--- src/rtl/arith_sched_pkg.sv ---
// Shared types and constants for the arithmetic loop run controller.
package arith_sched_pkg;

    // Run controller states; S_IDLE must stay the all-zero encoding so reset lands there
    typedef enum logic [1:0] {
        S_IDLE  = 2'd0,
        S_CLEAR = 2'd1,
        S_RUN   = 2'd2,
        S_DONE  = 2'd3
    } state_e;

    // Selector source encodings; 2'd3 falls through to the external selector
    localparam logic [1:0] MODE_EXT  = 2'd0;
    localparam logic [1:0] MODE_ALT  = 2'd1;
    localparam logic [1:0] MODE_LFSR = 2'd2;

    // Galois feedback mask for x^16 + x^14 + x^13 + x^11 + 1 (right-shifting form)
    localparam logic [15:0] LFSR_TAPS = 16'hB400;

    // One Galois step: shift right, fold the tap mask back in when a one falls out
    function automatic logic [15:0] lfsr_step(input logic [15:0] s);
        return s[0] ? ((s >> 1) ^ LFSR_TAPS) : (s >> 1);
    endfunction

endpackage

--- src/rtl/sched_lfsr16.sv ---
// 16-bit Galois LFSR used as the pseudo-random selector source.
// It only advances when told to, so the sequence is tied to steps rather than to time.
module sched_lfsr16
    import arith_sched_pkg::*;
#(
    parameter logic [15:0] SEED = 16'hACE1
) (
    input  logic        clk,
    input  logic        rst,
    input  logic        adv,
    output logic [15:0] q
);

    logic [15:0] lfsr_q;

    // Hold the seed out of reset, then step once per advance request
    always_ff @(posedge clk or posedge rst) begin
        if (rst) begin
            lfsr_q <= SEED;
        end else if (adv) begin
            lfsr_q <= lfsr_step(lfsr_q);
        end
    end

    assign q = lfsr_q;

endmodule

--- src/rtl/arith_loop_sched.sv ---
// Run controller for the two-counter arithmetic loop datapath.
// Each run clears the datapath, steps it once per cycle with a generated selector,
// stops on the i bound or the iteration budget, and reports the final i/j.
// Optional feature: define INV_CHK_EN to add the sticky "i must strictly increase" check.
module arith_loop_sched
    import arith_sched_pkg::*;
#(
    parameter int          W         = 15,
    parameter int          CW        = 16,
    parameter logic [15:0] LFSR_SEED = 16'hACE1
) (
    input  logic          clk,
    input  logic          rst,
    input  logic          start,
    input  logic          abort,
    input  logic [1:0]    mode,
    input  logic          sel_ext,
    input  logic [CW-1:0] max_iter,
    input  logic [W-1:0]  bound,
    input  logic [W-1:0]  dp_i,
    input  logic [W-1:0]  dp_j,
    output logic          dp_rst,
    output logic          dp_en,
    output logic          dp_selector,
    output logic          busy,
    output logic          done,
    output logic          timeout,
    output logic [CW-1:0] iter_cnt,
    output logic [W-1:0]  final_i,
    output logic [W-1:0]  final_j,
    output logic          inv_err
);

    state_e        state_q, state_d;
    logic [CW-1:0] maxIter_q;
    logic [CW-1:0] iterCnt_q;
    logic [W-1:0]  bound_q;
    logic [W-1:0]  finalI_q;
    logic [W-1:0]  finalJ_q;
    logic          altPhase_q;
    logic          timeout_q;

    logic          loadRun;
    logic          endBound;
    logic          endBudget;
    logic          stepEn;
    logic          clearEn;
    logic          doneEn;
    logic          busyEn;

    logic [15:0]   lfsrQ;
    logic          lfsrBit;
    logic          selRaw;

    // The LFSR advances exactly on the cycles a step is issued, across runs
    sched_lfsr16 #(
        .SEED (LFSR_SEED)
    ) u_lfsr (
        .clk (clk),
        .rst (rst),
        .adv (stepEn),
        .q   (lfsrQ)
    );

    // Only the low bit drives the selector; masking keeps the whole word referenced
    assign lfsrBit = |(lfsrQ & 16'h0001);

    // State register
    always_ff @(posedge clk or posedge rst) begin
        if (rst) begin
            state_q <= S_IDLE;
        end else begin
            state_q <= state_d;
        end
    end

    // Next-state and per-cycle control; bound beats budget, abort beats both
    always_comb begin
        state_d   = state_q;
        loadRun   = 1'b0;
        endBound  = 1'b0;
        endBudget = 1'b0;
        stepEn    = 1'b0;
        clearEn   = 1'b0;
        doneEn    = 1'b0;
        busyEn    = 1'b0;
        unique case (state_q)
            S_IDLE: begin
                if (start) begin
                    state_d = S_CLEAR;
                    loadRun = 1'b1;
                end
            end
            S_CLEAR: begin
                busyEn  = 1'b1;
                clearEn = 1'b1;
                state_d = abort ? S_IDLE : S_RUN;
            end
            S_RUN: begin
                busyEn = 1'b1;
                if (abort) begin
                    state_d = S_IDLE;
                end else if (dp_i >= bound_q) begin
                    state_d  = S_DONE;
                    endBound = 1'b1;
                end else if (iterCnt_q == maxIter_q) begin
                    state_d   = S_DONE;
                    endBudget = 1'b1;
                end else begin
                    stepEn = 1'b1;
                end
            end
            S_DONE: begin
                busyEn  = 1'b1;
                doneEn  = 1'b1;
                state_d = S_IDLE;
            end
            default: begin
                state_d = S_IDLE;
            end
        endcase
    end

    // Run bookkeeping: latch limits at start, count steps, capture results at the end
    always_ff @(posedge clk or posedge rst) begin
        if (rst) begin
            maxIter_q  <= '0;
            bound_q    <= '0;
            iterCnt_q  <= '0;
            altPhase_q <= 1'b0;
            timeout_q  <= 1'b0;
            finalI_q   <= '0;
            finalJ_q   <= '0;
        end else begin
            if (loadRun) begin
                maxIter_q  <= max_iter;
                bound_q    <= bound;
                iterCnt_q  <= '0;
                altPhase_q <= 1'b0;
                timeout_q  <= 1'b0;
            end
            if (stepEn) begin
                iterCnt_q  <= iterCnt_q + CW'(1);
                altPhase_q <= ~altPhase_q;
            end
            if (endBound || endBudget) begin
                finalI_q  <= dp_i;
                finalJ_q  <= dp_j;
                timeout_q <= endBudget;
            end
        end
    end

    // Selector source mux; mode is read live so a change applies to the next step
    always_comb begin
        selRaw = sel_ext;
        case (mode)
            MODE_ALT:  selRaw = altPhase_q;
            MODE_LFSR: selRaw = lfsrBit;
            default:   selRaw = sel_ext;
        endcase
    end

`ifdef INV_CHK_EN
    logic [W-1:0] prevI_q;
    logic         prevEn_q;
    logic         invErr_q;

    // Sticky flag: after a step, i seen in RUN must be strictly above last cycle's i
    always_ff @(posedge clk or posedge rst) begin
        if (rst) begin
            prevI_q  <= '0;
            prevEn_q <= 1'b0;
            invErr_q <= 1'b0;
        end else begin
            prevI_q  <= dp_i;
            prevEn_q <= stepEn;
            if ((state_q == S_RUN) && prevEn_q && (dp_i <= prevI_q)) begin
                invErr_q <= 1'b1;
            end
        end
    end

    assign inv_err = invErr_q;
`else
    assign inv_err = 1'b0;
`endif

    assign dp_rst      = clearEn;
    assign dp_en       = stepEn;
    assign dp_selector = stepEn & selRaw;
    assign busy        = busyEn;
    assign done        = doneEn;
    assign timeout     = timeout_q;
    assign iter_cnt    = iterCnt_q;
    assign final_i     = finalI_q;
    assign final_j     = finalJ_q;

endmodule

--- config.mk ---
export PLATFORM = sky130hd
export DESIGN_NAME = arith_loop_sched
export DESIGN_NICKNAME = d
export VERILOG_FILES = /design/src/rtl/arith_sched_pkg.sv /design/src/rtl/sched_lfsr16.sv /design/src/rtl/arith_loop_sched.sv
export SDC_FILE = /design/constraint.sdc
export NUM_CORES = 1
export LEC_CHECK = 0
export ABC_AREA = 1
export CAP_MARGIN = 20
export CELL_PAD_IN_SITES_DETAIL_PLACEMENT = 0
export CELL_PAD_IN_SITES_GLOBAL_PLACEMENT = 2
export CORE_MARGIN = 2
export CORE_UTILIZATION = 28
export CTS_CLUSTER_SIZE = 30
export DETAILED_ROUTE_END_ITERATION = 8
export GPL_ROUTABILITY_DRIVEN = 0
export PLACE_DENSITY = 0.79
export REMOVE_ABC_BUFFERS = 1
export SLEW_MARGIN = 20
export SYNTH_ARGS = -nofsm -noshare
export SYNTH_HDL_FRONTEND = slang
export SYNTH_SLANG_ARGS = --single-unit
--- constraint.sdc ---
create_clock -name clk -period 4.6 [get_ports clk]
set_input_delay 1.15 -clock clk [delete_from_list [all_inputs] [get_ports clk]]
set_output_delay 1.15 -clock clk [all_outputs]
set_load 0.05 [all_outputs]
[Word-level counts from Yosys, hierarchy flattened]
Cells that the tools add are included.
Widths: inputs -> output; s select.
Word-level totals
  logic and storage cells: 57
  register bits after elaboration: 97
  input port bits: 68
Cells by class
  magnitude comparators: 1
  bitwise logic cells: 3
  add/subtract/negate cells: 1
  reduce and logical (&&, ||, !) cells: 6
  multiplexer cells: 29
  equality and inequality tests: 8
Operators by type and width (count)
  $mux 16: 3
  $mux 1: 19
  $add 16x1->16 const B: 1
  $eq 16x16->1: 1
  $ge 15x15->1: 1
  $mux 2: 5
  $pmux 2 s4: 1
  $eq 2x2->1 const B: 3
  $eq 2x1->1 const B: 2
  $ne 4x4->1 const B: 1
  $not 3->4: 1
  $reduce_bool 2->1: 2
  $reduce_or 3->1: 1
  $logic_not 2->1: 1
  $ne 2x2->1 const B: 1
  $pmux 1 s2: 1
  $reduce_and 2->1: 1
  $and 1x1->1: 1
  $logic_or 1x1->1: 1
  $not 1->1: 1

[Depth between registers and ports, before layout]
  depth in word-level cells: 7
  depth in mapped cells: 14
  depth with buffers taken out: 13

[Cells and area by module]
Synthesis repeated with hierarchy kept, for this count alone.
Unflattened totals
  cells, all modules: 637
  area, all modules: 5083.6 µm²
By module, submodules not included
  arith_loop_sched: area an instance 4399.2 µm², times used 1, cells each 566, seq. area each 2026.9 µm²
  sched_lfsr16: area an instance 684.4 µm², times used 1, cells each 71, seq. area each 410.4 µm²

[Least setup slack after synthesis]
No wires, ideal clock.
  path kind: input to output
  from: in dp_i[14]
  to: out dp_selector
  path buffers: 2
  data arrival time: 3.105 ns
  cell stages on the path: 10
  path slack: 0.345 ns
  required time: 3.450 ns
  cell sequence: ha_1 > nand2_1 > inv_2 > a21oi_1 > nand3_2 > nor2_8 > nand3_2 > buf_6 > buf_4 > nor2_1
Between the ends
  cells in the longest elaborated chain, start to end: 5
Ends and longest elaborated chain
  start, declared: line arith_loop_sched.sv:20  | input logic [W-1:0] dp_i,
  $ge 15x15->1: line arith_loop_sched.sv:103  | end else if (dp_i >= bound_q) begin
  $mux 1: line arith_loop_sched.sv:103
  $mux 1: line arith_loop_sched.sv:101  | if (abort) begin
  $mux 1: line arith_loop_sched.sv:87  | unique case (state_q)
  $and 1x1->1: line arith_loop_sched.sv:191  | assign dp_selector = stepEn & selRaw;
  end, declared: line arith_loop_sched.sv:24  | output logic dp_selector,
Every way passes these cells.

[Final worst setup path]
Same ends and word-level chain as after synthesis.

==> results.md <==
- Metal3 WL: 684 um
- I/O pin total: 121
- Post-CTS sizing: 0
- Leak pwr: 0.00332 uW
- Max frequency: 240 MHz
- Mapped Cells: 630
- Critical path peak fanout: 3
- Initial antenna violation count: 0
- Final Hold Viols: 0
- Status: finished, final reports clean
- Clock transition at path regs: 0.07 ns
- DP Area: 6390 um2
- Worst skew pair latency: 0.35 ns
- Final hold slack: 0.466 ns
- Die X: 138 um
- Worst Setup Start Kind: input pin
- Inserted Clock Buffers: 9
- Slew @ Worst Pin: 0.630 ns
- Detail Route Antenna Nets: 0
- Cell Pwr Density: 544 nW/um2
- EDFF count, synth: 0
- CTS Root Cell: clkbuf_16
- WL met2: 6570 um
- Final min period: 4.17 ns
- Ratio of routed vias to standard cells: 4.46
- Initial DRC count: 224
- Arrival time of the worst setup path: 3.02 ns
- Endpoint class of the critical path: output pin
- R2R depth: 12
- Yosys Warn Count: 0
- DR vias: 4317
- Residual DRC: 0
- Die height: 138 um
- Core area: 17400 um2
- Clock sink count: 97
- Total Nets Final: 825
- Share of layout cells above drive strength 1: 0.0699
- Crit path required time: 3.45 ns
- Row count: 48
- Peak supply drop: 0.000296 V
- IO Port Bufs: 119
- Largest net degree at the start of global routing: 53
- Vias in the first global route: 4287
- Mapped cell area: 5010 um2
- Setup CP Type: input pin to output pin
- Register area share after synthesis: 0.486
- R2r endpoint: final_j[13]$_DFFE_PP0P_
- Synth top cells by count: nand2_1 (248), dfrtp_1 (89), inv_1 (54)
- Global-route wire length before repair: 21900 um
- Clk buf depth: 2
- Post-CTS Hold Fix Bufs: 0
- GRT overflow: 0
- Flops & latches, synth: 97
- Crit share post-route: 0.906
- Most frequent cell after synthesis: nand2_1
- Post-synth top flop: dfrtp_1
- Ant. Diodes: 0
- Worst R2R Start: bound_q[14]$_DFFE_PP0P_
- Clock Skew: 0.00870 ns
- Wirelength per Cell: 13.9 um
- Die ar.: 19000 um2
- CTS tree: yes
- Top cell type's share of synthesized area: 0.444
- Routed length on met1: 6050 um
- Flop-to-flop setup slack: 2.03 ns
- # setup viols final: 0
- Max Cap Viol: 0
- Hold Path Depth: 2
- FFs w/ async S/R, synth: 1.00
- H-tree level count: 3
- Starting Density: 0.288
- WL final: 13400 um
- Slew Limit Headroom: 0.580
- Overall global routing resource usage: 0.150
- Max Transition Viols Final: 0
- Worst Hold Launch: u_lfsr.q[6]$_DFFE_PP1P_
- P&R area growth vs syn: 34.5%
- Post-synth top area cell: dfrtp_1
- Top Metal Used: met4
- HPWL Detailed: 9160 um
- Worst min-delay path class: flip-flop to flip-flop
- RSZ-0062 raised after global routing: no
- Syn Area/Cell: 7.96 um2
- Final Instance Area: 6740 um2
- Hold Path End: u_lfsr.q[5]$_DFFE_PP1P_
- Pre-Repair DR Iteration Count: 4
- Count of cell types in the netlist: 29
- Post-CTS setup buffers: 0
- Layout Utilization: 0.387
- Final total power: 3670 uW
- Area contributors post-synth: dfrtp_1 (44%), nand2_1 (19%), nand3_1 (5.3%), ha_1 (4.5%), dfstp_2 (4.2%)
routing by layer:
metal / track usage / vias up
met5: 0 / -
met4: 0.0363 / 0
met3: 0.0427 / 7
met2: 0.261 / 89
met1: 0.183 / 2034
li1: - / 2187
worst max-delay path by stage:
stage / from / endpoint / slack (ns) / cells past startpoint
final: dp_i[14] / dp_selector / 0.43 / 10
after global routing: dp_i[14] / dp_selector / 0.25 / 10
after CTS: dp_i[14] / dp_selector / 0.41 / 10
after detailed placement: dp_i[14] / dp_selector / 0.42 / 10
after global placement: dp_i[6] / dp_selector / 0.42 / 10
after floorplan: abort / dp_selector / -0.36 / 3
cell families after synthesis:
family	after synthesis	synth area share
AO/OA/AOI/OAI	35	0.0367
XOR/XNOR	20	0.0349
adder cells (fa/ha/maj)	18	0.0449
buffers and inverters	94	0.0868
flip-flops	97	0.486
multiplexers	1	0.00200
other	1	0.000748
AND/OR/NAND/NOR	364	0.308
sequential cells by signal (all words and copies together), names as in the netlist:
signal / count
iter_cnt: 16
u_lfsr.q: 16
final_i: 15
altPhase_q: 1
timeout: 1
state_q: 2
bound_q: 15
maxIter_q: 16
final_j: 15
metrics by stage:
stage,TNS [ns],setup slack (ns),std cells
5_1_grt,0,0.251,969
2_1_floorplan,-0.577,-0.358,600
4_1_cts,0,0.413,969
3_3_place_gp,0,0.415,953
3_5_place_dp,0,0.422,953
6_report,0,0.431,969
power breakdown:
part / leakage (uW) / switching, uW / total, uW / internal [uW]
Sequential: 0.00123 / 130 / 1220 / 1090
Clock: 0.000173 / 337 / 900 / 563
Combinational: 0.00192 / 1030 / 1540 / 510
worst max-delay path, cell delays in order:
cell             delay [ns]
clkdlybuf4s50_1        0.44
ha_1                   0.32
nand2_1                0.11
inv_2                  0.04
a21oi_1                0.18
nand3_2                0.16
nor2_8                 0.15
nand3_2                0.11
nor2_1                 0.20
buf_12                 0.16
layout make-up:
cell class | instances | area, um2
repair buffers | 128 | 1280
well taps | 225 | 282
clock buffers | 12 | 256
multi-input cells | 439 | 2150
fillers | 1805 | 10700
clock inverters | 4 | 98.8
inverters | 64 | 243
flip-flops and latches | 97 | 2440
cells in the final DEF, fill, tap and decap left out, drive strengths merged:
cell type | netlist | layout
nand2 | 250 | 250
clkdlybuf4s50 | 0 | 117
dfrtp | 89 | 89
inv | 64 | 64
nand3 | 55 | 55
nor2 | 32 | 32
o21ai | 28 | 28
nand4 | 21 | 21
ha | 18 | 18
xor2 | 16 | 16
clkbuf | 11 | 12
buf | 19 | 11
dfstp | 8 | 8
a21oi | 5 | 5
nor3 | 4 | 4
xnor2 | 4 | 4
bufinv | 0 | 3
nand3b | 1 | 1
nor3b | 1 | 1
a22o | 1 | 1
mux2i | 1 | 1
o22ai | 1 | 1
conb | 1 | 1
clkinv | 0 | 1
Note: power is estimated with default switching activity, not from simulation.
